--- src/rtl/conversor_bin_bcd.sv ---
// Sequential binary-to-BCD converter (shift-and-add-3), one input bit per clock.
// Define CONV_BCD_SATURA_EN to force all-9s digits when the value does not fit.
module conversor_bin_bcd #(
  parameter int unsigned LARGURA = 14,
  parameter int unsigned DIGITOS = 4
) (
  input  logic                   clk,
  input  logic                   rst_n,
  input  logic                   iniciar,
  input  logic [LARGURA-1:0]     valor,
  output logic                   ocupado,
  output logic                   pronto,
  output logic [4*DIGITOS-1:0]   digitos,
  output logic                   estouro
);

  localparam int unsigned BcdW = 4 * DIGITOS;
  localparam int unsigned CntW = $clog2(LARGURA + 1);

  function automatic logic [31:0] pot10(input int unsigned n);
    logic [31:0] p;
    p = 32'd1;
    for (int unsigned i = 0; i < n; i++) begin
      p = p * 32'd10;
    end
    return p;
  endfunction

  localparam logic [31:0] Limite = pot10(DIGITOS);

  typedef enum logic {StOcioso, StDesloca} estado_e;

  estado_e              estado_q;
  logic [LARGURA-1:0]   desloc_q;
  logic [LARGURA-1:0]   desloc_d;
  logic [BcdW-1:0]      scratch_q;
  logic [BcdW-1:0]      scratch_d;
  logic [BcdW-1:0]      ajustado;
  logic [CntW-1:0]      cont_q;
  logic                 estouro_hold_q;
  logic [BcdW+LARGURA-1:0] janela;

  // Add-3 correction per digit, then shift {scratch, value} left; the top bit falls off.
  always_comb begin
    ajustado = scratch_q;
    for (int unsigned d = 0; d < DIGITOS; d++) begin
      if (scratch_q[4*d +: 4] >= 4'd5) begin
        ajustado[4*d +: 4] = scratch_q[4*d +: 4] + 4'd3;
      end
    end
    janela = {ajustado, desloc_q} << 1;
  end

  assign scratch_d = janela[BcdW+LARGURA-1:LARGURA];
  assign desloc_d  = janela[LARGURA-1:0];
  assign ocupado   = (estado_q == StDesloca);

  always_ff @(posedge clk or negedge rst_n) begin
    if (!rst_n) begin
      estado_q       <= StOcioso;
      desloc_q       <= '0;
      scratch_q      <= '0;
      cont_q         <= '0;
      estouro_hold_q <= 1'b0;
      pronto         <= 1'b0;
      digitos        <= '0;
      estouro        <= 1'b0;
    end else begin
      pronto <= 1'b0;
      case (estado_q)
        StOcioso: begin
          if (iniciar) begin
            desloc_q       <= valor;
            scratch_q      <= '0;
            cont_q         <= CntW'(LARGURA);
            estouro_hold_q <= (32'(valor) >= Limite);
            estado_q       <= StDesloca;
          end
        end
        StDesloca: begin
          desloc_q  <= desloc_d;
          scratch_q <= scratch_d;
          cont_q    <= cont_q - CntW'(1);
          if (cont_q == CntW'(1)) begin
`ifdef CONV_BCD_SATURA_EN
            digitos <= estouro_hold_q ? {DIGITOS{4'h9}} : scratch_d;
`else
            digitos <= scratch_d;
`endif
            estouro  <= estouro_hold_q;
            pronto   <= 1'b1;
            estado_q <= StOcioso;
          end
        end
        default: estado_q <= StOcioso;
      endcase
    end
  end

endmodule
--- config.mk ---
export PLATFORM = sky130hd
export DESIGN_NAME = conversor_bin_bcd
export DESIGN_NICKNAME = d
export VERILOG_FILES = /design/src/rtl/conversor_bin_bcd.sv
export SDC_FILE = /design/constraint.sdc
export NUM_CORES = 1
export LEC_CHECK = 0
export ABC_AREA = 1
export CORE_ASPECT_RATIO = 2
export CORE_MARGIN = 10
export CORE_UTILIZATION = 34
export DETAILED_ROUTE_END_ITERATION = 10
export GPL_ROUTABILITY_DRIVEN = 0
export MAX_ROUTING_LAYER = met4
export PLACE_DENSITY_LB_ADDON = 0.1
export SKIP_CTS_REPAIR_TIMING = 1
export SLEW_MARGIN = 20
export SYNTH_ARGS = -nofsm -noshare
export SYNTH_HDL_FRONTEND = slang
export SYNTH_SLANG_ARGS = --single-unit
export TNS_END_PERCENT = 50
--- constraint.sdc ---
create_clock -name clk -period 1.85 [get_ports clk]
set_input_delay 0.37 -clock clk [delete_from_list [all_inputs] [get_ports clk]]
set_output_delay 0.37 -clock clk [all_outputs]
set_load 0.05 [all_outputs]
==> results <==
- The run finished with clean final reports.
- After routing, the total negative slack on setup checks comes to 0 ns.
- The critical path's largest stage delay is 0.79 ns.
- The maximum buffer depth of the clock tree is 2.
- The effective utilization at floorplan is 35.07%.
- The final route contains 2,104 vias.
- The power density over the cells is slightly below 2000 mW/mm^2.
- The half-perimeter wire length after detailed placement is 4439 um.
- The core utilization of the finished layout is 43.44%.
- Of the total power, the share spent switching nets is 45.78%.
- For the finished layout, the period the worst path requires is 1.776 ns.
- Along the worst path, the maximum fanout reaches 1.
- The power spent charging and discharging nets is 0.002828 W.
- Walking the worst path, the cells encountered are clkdlybuf4s50_1.
- At the end of the flow, the number of nets in the layout was about 370.
- The clock network burns 16.8% of the power.
- After synthesis, the mean cell area works out to approximately 8.4 um^2.
- The post-layout total power is 0.006178 W.
- Yosys mapped a number of flops with a built-in enable equal to 0.
- The final cell area excluding filler cells is 0.003157 mm^2.
- For the pin with the worst max-slew slack, the measured transition is 0.4923 ns.
- The clock net in this run drives a total of 54 sinks.
- Max-cap violations in this run came to 0.
- The final layout contains routed wiring with a total length of 6225 um.
- The standard cell area after detailed placement is 0.002990 mm^2.
- The number of inserted filler cells in the final layout is 760.
- Cells with a size suffix above 1 make up between 10% and 20% of the layout.
- The source-to-sink clock delay at the later pin of the worst-skew pair is 0.29 ns.
- The analysis attributes to cell leakage a power of 1.594 nW.
- The worst pin sits at a relative slew slack of 67.07%.
- The global routing met1 resource utilization is 13.27%.
- The number of vias per cell is 4.815.
- The number of hold violations in the final report came to 0.
- In this design, the largest share of critical-path delay is due to buffers and inverters.
- Cell internal power was estimated by the tool at between 0.003 and 0.004 W.
- The clock transition at the registers of the reported paths is 0.07 ns.
- Counting distinct cell types in the post-synthesis netlist gives 19.
- Combinational logic is responsible for about half of the overall power.
- Hold timing on the final database bottoms out at a slack of 0.05847 ns.
- By count the netlist is led by nand2_1, dfrtp_1, inv_1, nand3_1, o21ai_0.
- The flip-flop and latch count after synthesis is 54.
- The critical path in this run is classified as reg2out.
- Among all flip-flop cells after synthesis, the most frequent one is dfrtp_1.
- The number of clock buffers inserted by TritonCTS is 5.
- Among all cell types in the netlist, the one instantiated most often is nand2_1.
- STA classifies the critical path endpoint as an output port.
- Among all stages on the critical path, the largest delay is contributed by clkdlybuf4s50_1.
- The pin count of the biggest net entering global routing is 55.
- Clock tree synthesis selected as its root buffer the cell clkbuf_16.
- The antenna diode count is 0.
- The number of global-route vias before repair is about 2,200.
- For this run, the total global-route usage over all layers was measured as 12.14%.
- The max-slew violation count is 0.
- For the worst setup path, the data arrival time is 1.41 ns.
- Global routing used around 2.9% of the available met3 tracks.
- The first global-routing pass estimated 10,750 um of wire.
- The number of buffers and inverters on the critical path is 1.
- The die covers 0.01157 mm^2.
- In the routed design, unresolved DRC markers number 0.
- Synthesis produced a netlist with a net count of 332.
- The register area is roughly 0.0014 mm^2.
- The count of TritonRoute iterations in the first routing pass is 4.
- The clock tree from TritonCTS is built.
- The final clock period utilization by the worst path is a little over nine tenths.
- The sequential share of power is 33.4%.
- The floorplan has 44 rows.
- After synthesis, the share of flip-flops with an asynchronous set or reset is 100.0%.
- The worst clock skew is 0.007746 ns.
- The share of Yosys cell area claimed by the top area cell type is 53.02%.
- The class of the most critical hold timing path is in2async.
- In the final routed layout, each cell accounts on average for 14.24 um.
- The number of ports placed on the die boundary is 36.
- The total of endpoints with negative setup slack in the final report is 0.
- The data required time at the worst endpoint is 1.48 ns.
- Setup repair after global routing left no endpoint under its margin.
- Once detail routing completed, the nets flagged for antenna violations numbered 0.
- The met2 routing resource usage after global routing is between 20 and 25%.
- The number of DRC markers after the initial detailed-route iteration is 100.
- The number of antenna violations at the first check in global routing came to 0.
- The die is around 81 um wide.
- The sequential fraction of the synthesis area is 53.02%.
- In this run the tool buffered the top-level ports with 35 buffer cells.
- The synthesized instance count is 305.
- CTS built an H-tree with a depth of 2.
- After global routing, the most crowded layer is met2.
- The cell area that synthesis handed to floorplanning was 0.002549 mm^2.
- The highest attainable clock frequency is around 0.56 GHz.
- Ranked by total cell area, the synthesized netlist is headed by dfrtp_1, nand2_1, nand3_1, inv_1, ha_1.
- The number of warnings printed during yosys synthesis is 0.
- The multi-input combinational cells in the finished layout cover a total of 0.001011 mm^2.
- The area added between synthesis and finish is 23.86%.
- Measured along the y axis, the die boundary spans about 140 um.
- The placeable core region is ~0.0073 mm^2.
- The worst IR drop on VDD is between 1000 and 1500 uV.
- Global routing finished with a remaining overflow of 0.
- The type of origin of the critical path is a register.
- The cell type contributing the most total cell area after synthesis is dfrtp_1.
-- flip-flops by register name, indices dropped and copies added (netlist names) --
register        count
pronto              1
estouro             1
desloc_q           14
estouro_hold_q      1
digitos            16
ocupado             1
cont_q              4
scratch_q          16
-- worst paths after layout --
kind                              start     endpoint  slack [ns]  cells after the start
max in group asynchronous         rst_n  desloc_q[9]        1.53                      2
setup / recovery                 pronto       pronto        0.07                      1
min in group clk             digitos[8]   digitos[8]        0.48                      2
setup reg to reg           scratch_q[8]  digitos[12]        0.47                      7
hold / removal                    rst_n  digitos[13]        0.06                      2
hold reg to reg              digitos[8]   digitos[8]        0.48                      2
-- layer usage --
metal  part of all wire [%]  wire length, um  up-vias
met5                      0                0        -
met4                    2.4              151        0
met3                    4.1              257       11
met2                     52             3256       40
met1                     41             2559      984
li1                       -                -     1069
-- kinds of logic (layout without fill, tap and decap cells) --
kind of cell    after synthesis  after routing  synth area share (%)
fa+ha+maj                    10             10                 4.909
simple gates                154            154                 25.04
compound gates               40             40                 9.720
flops                        54             54                 53.02
buf+inv                      47             87                 7.314
-- placed cells by master, fill, tap and decap left out --
master	count
dfrtp_1	54
nand3_1	28
clkbuf_8	3
o21ai_0	20
o21ai_1	1
nand2_2	2
buf_12	2
o22ai_1	5
o211ai_1	7
a22oi_1	2
nand2_1	107
buf_2	1
ha_1	10
clkbuf_16	5
inv_2	4
o221ai_1	5
nor2_1	9
buf_4	22
nand4_1	8
inv_1	34
clkdlybuf4s50_1	16
-- metrics by stage --
| step | std cells | worst slack, ns |
|---|---|---|
| after floorplan | 305 | 0.3906 |
| after global placement | 429 | 0.3646 |
| after detailed placement | 429 | 0.3310 |
| after CTS | 437 | 0.05823 |
| after global routing | 437 | 0.05003 |
| final | 437 | 0.07410 |
-- power groups by stage --
stage | clock network [W] | logic, W | registers, W
finish | 0.00104 | 0.00308 | 0.00206
CTS | 0.00107 | 0.00314 | 0.00207
floorplan | 0 | 0.00159 | 0.00265
detailed placement | 0 | 0.00313 | 0.00209
global placement | 0 | 0.00307 | 0.00207
global route | 0.00112 | 0.00349 | 0.00213
-- layout make-up --
cell class / count / area share (%)
Clock buffer: 8 / 5.272
Inverter: 38 / 4.518
Timing Repair Buffer: 41 / 11.73
Tap cell: 92 / 3.646
Sequential cell: 54 / 42.81
Multi-Input combinational cell: 204 / 32.03
(Power assumes the default switching activity.)
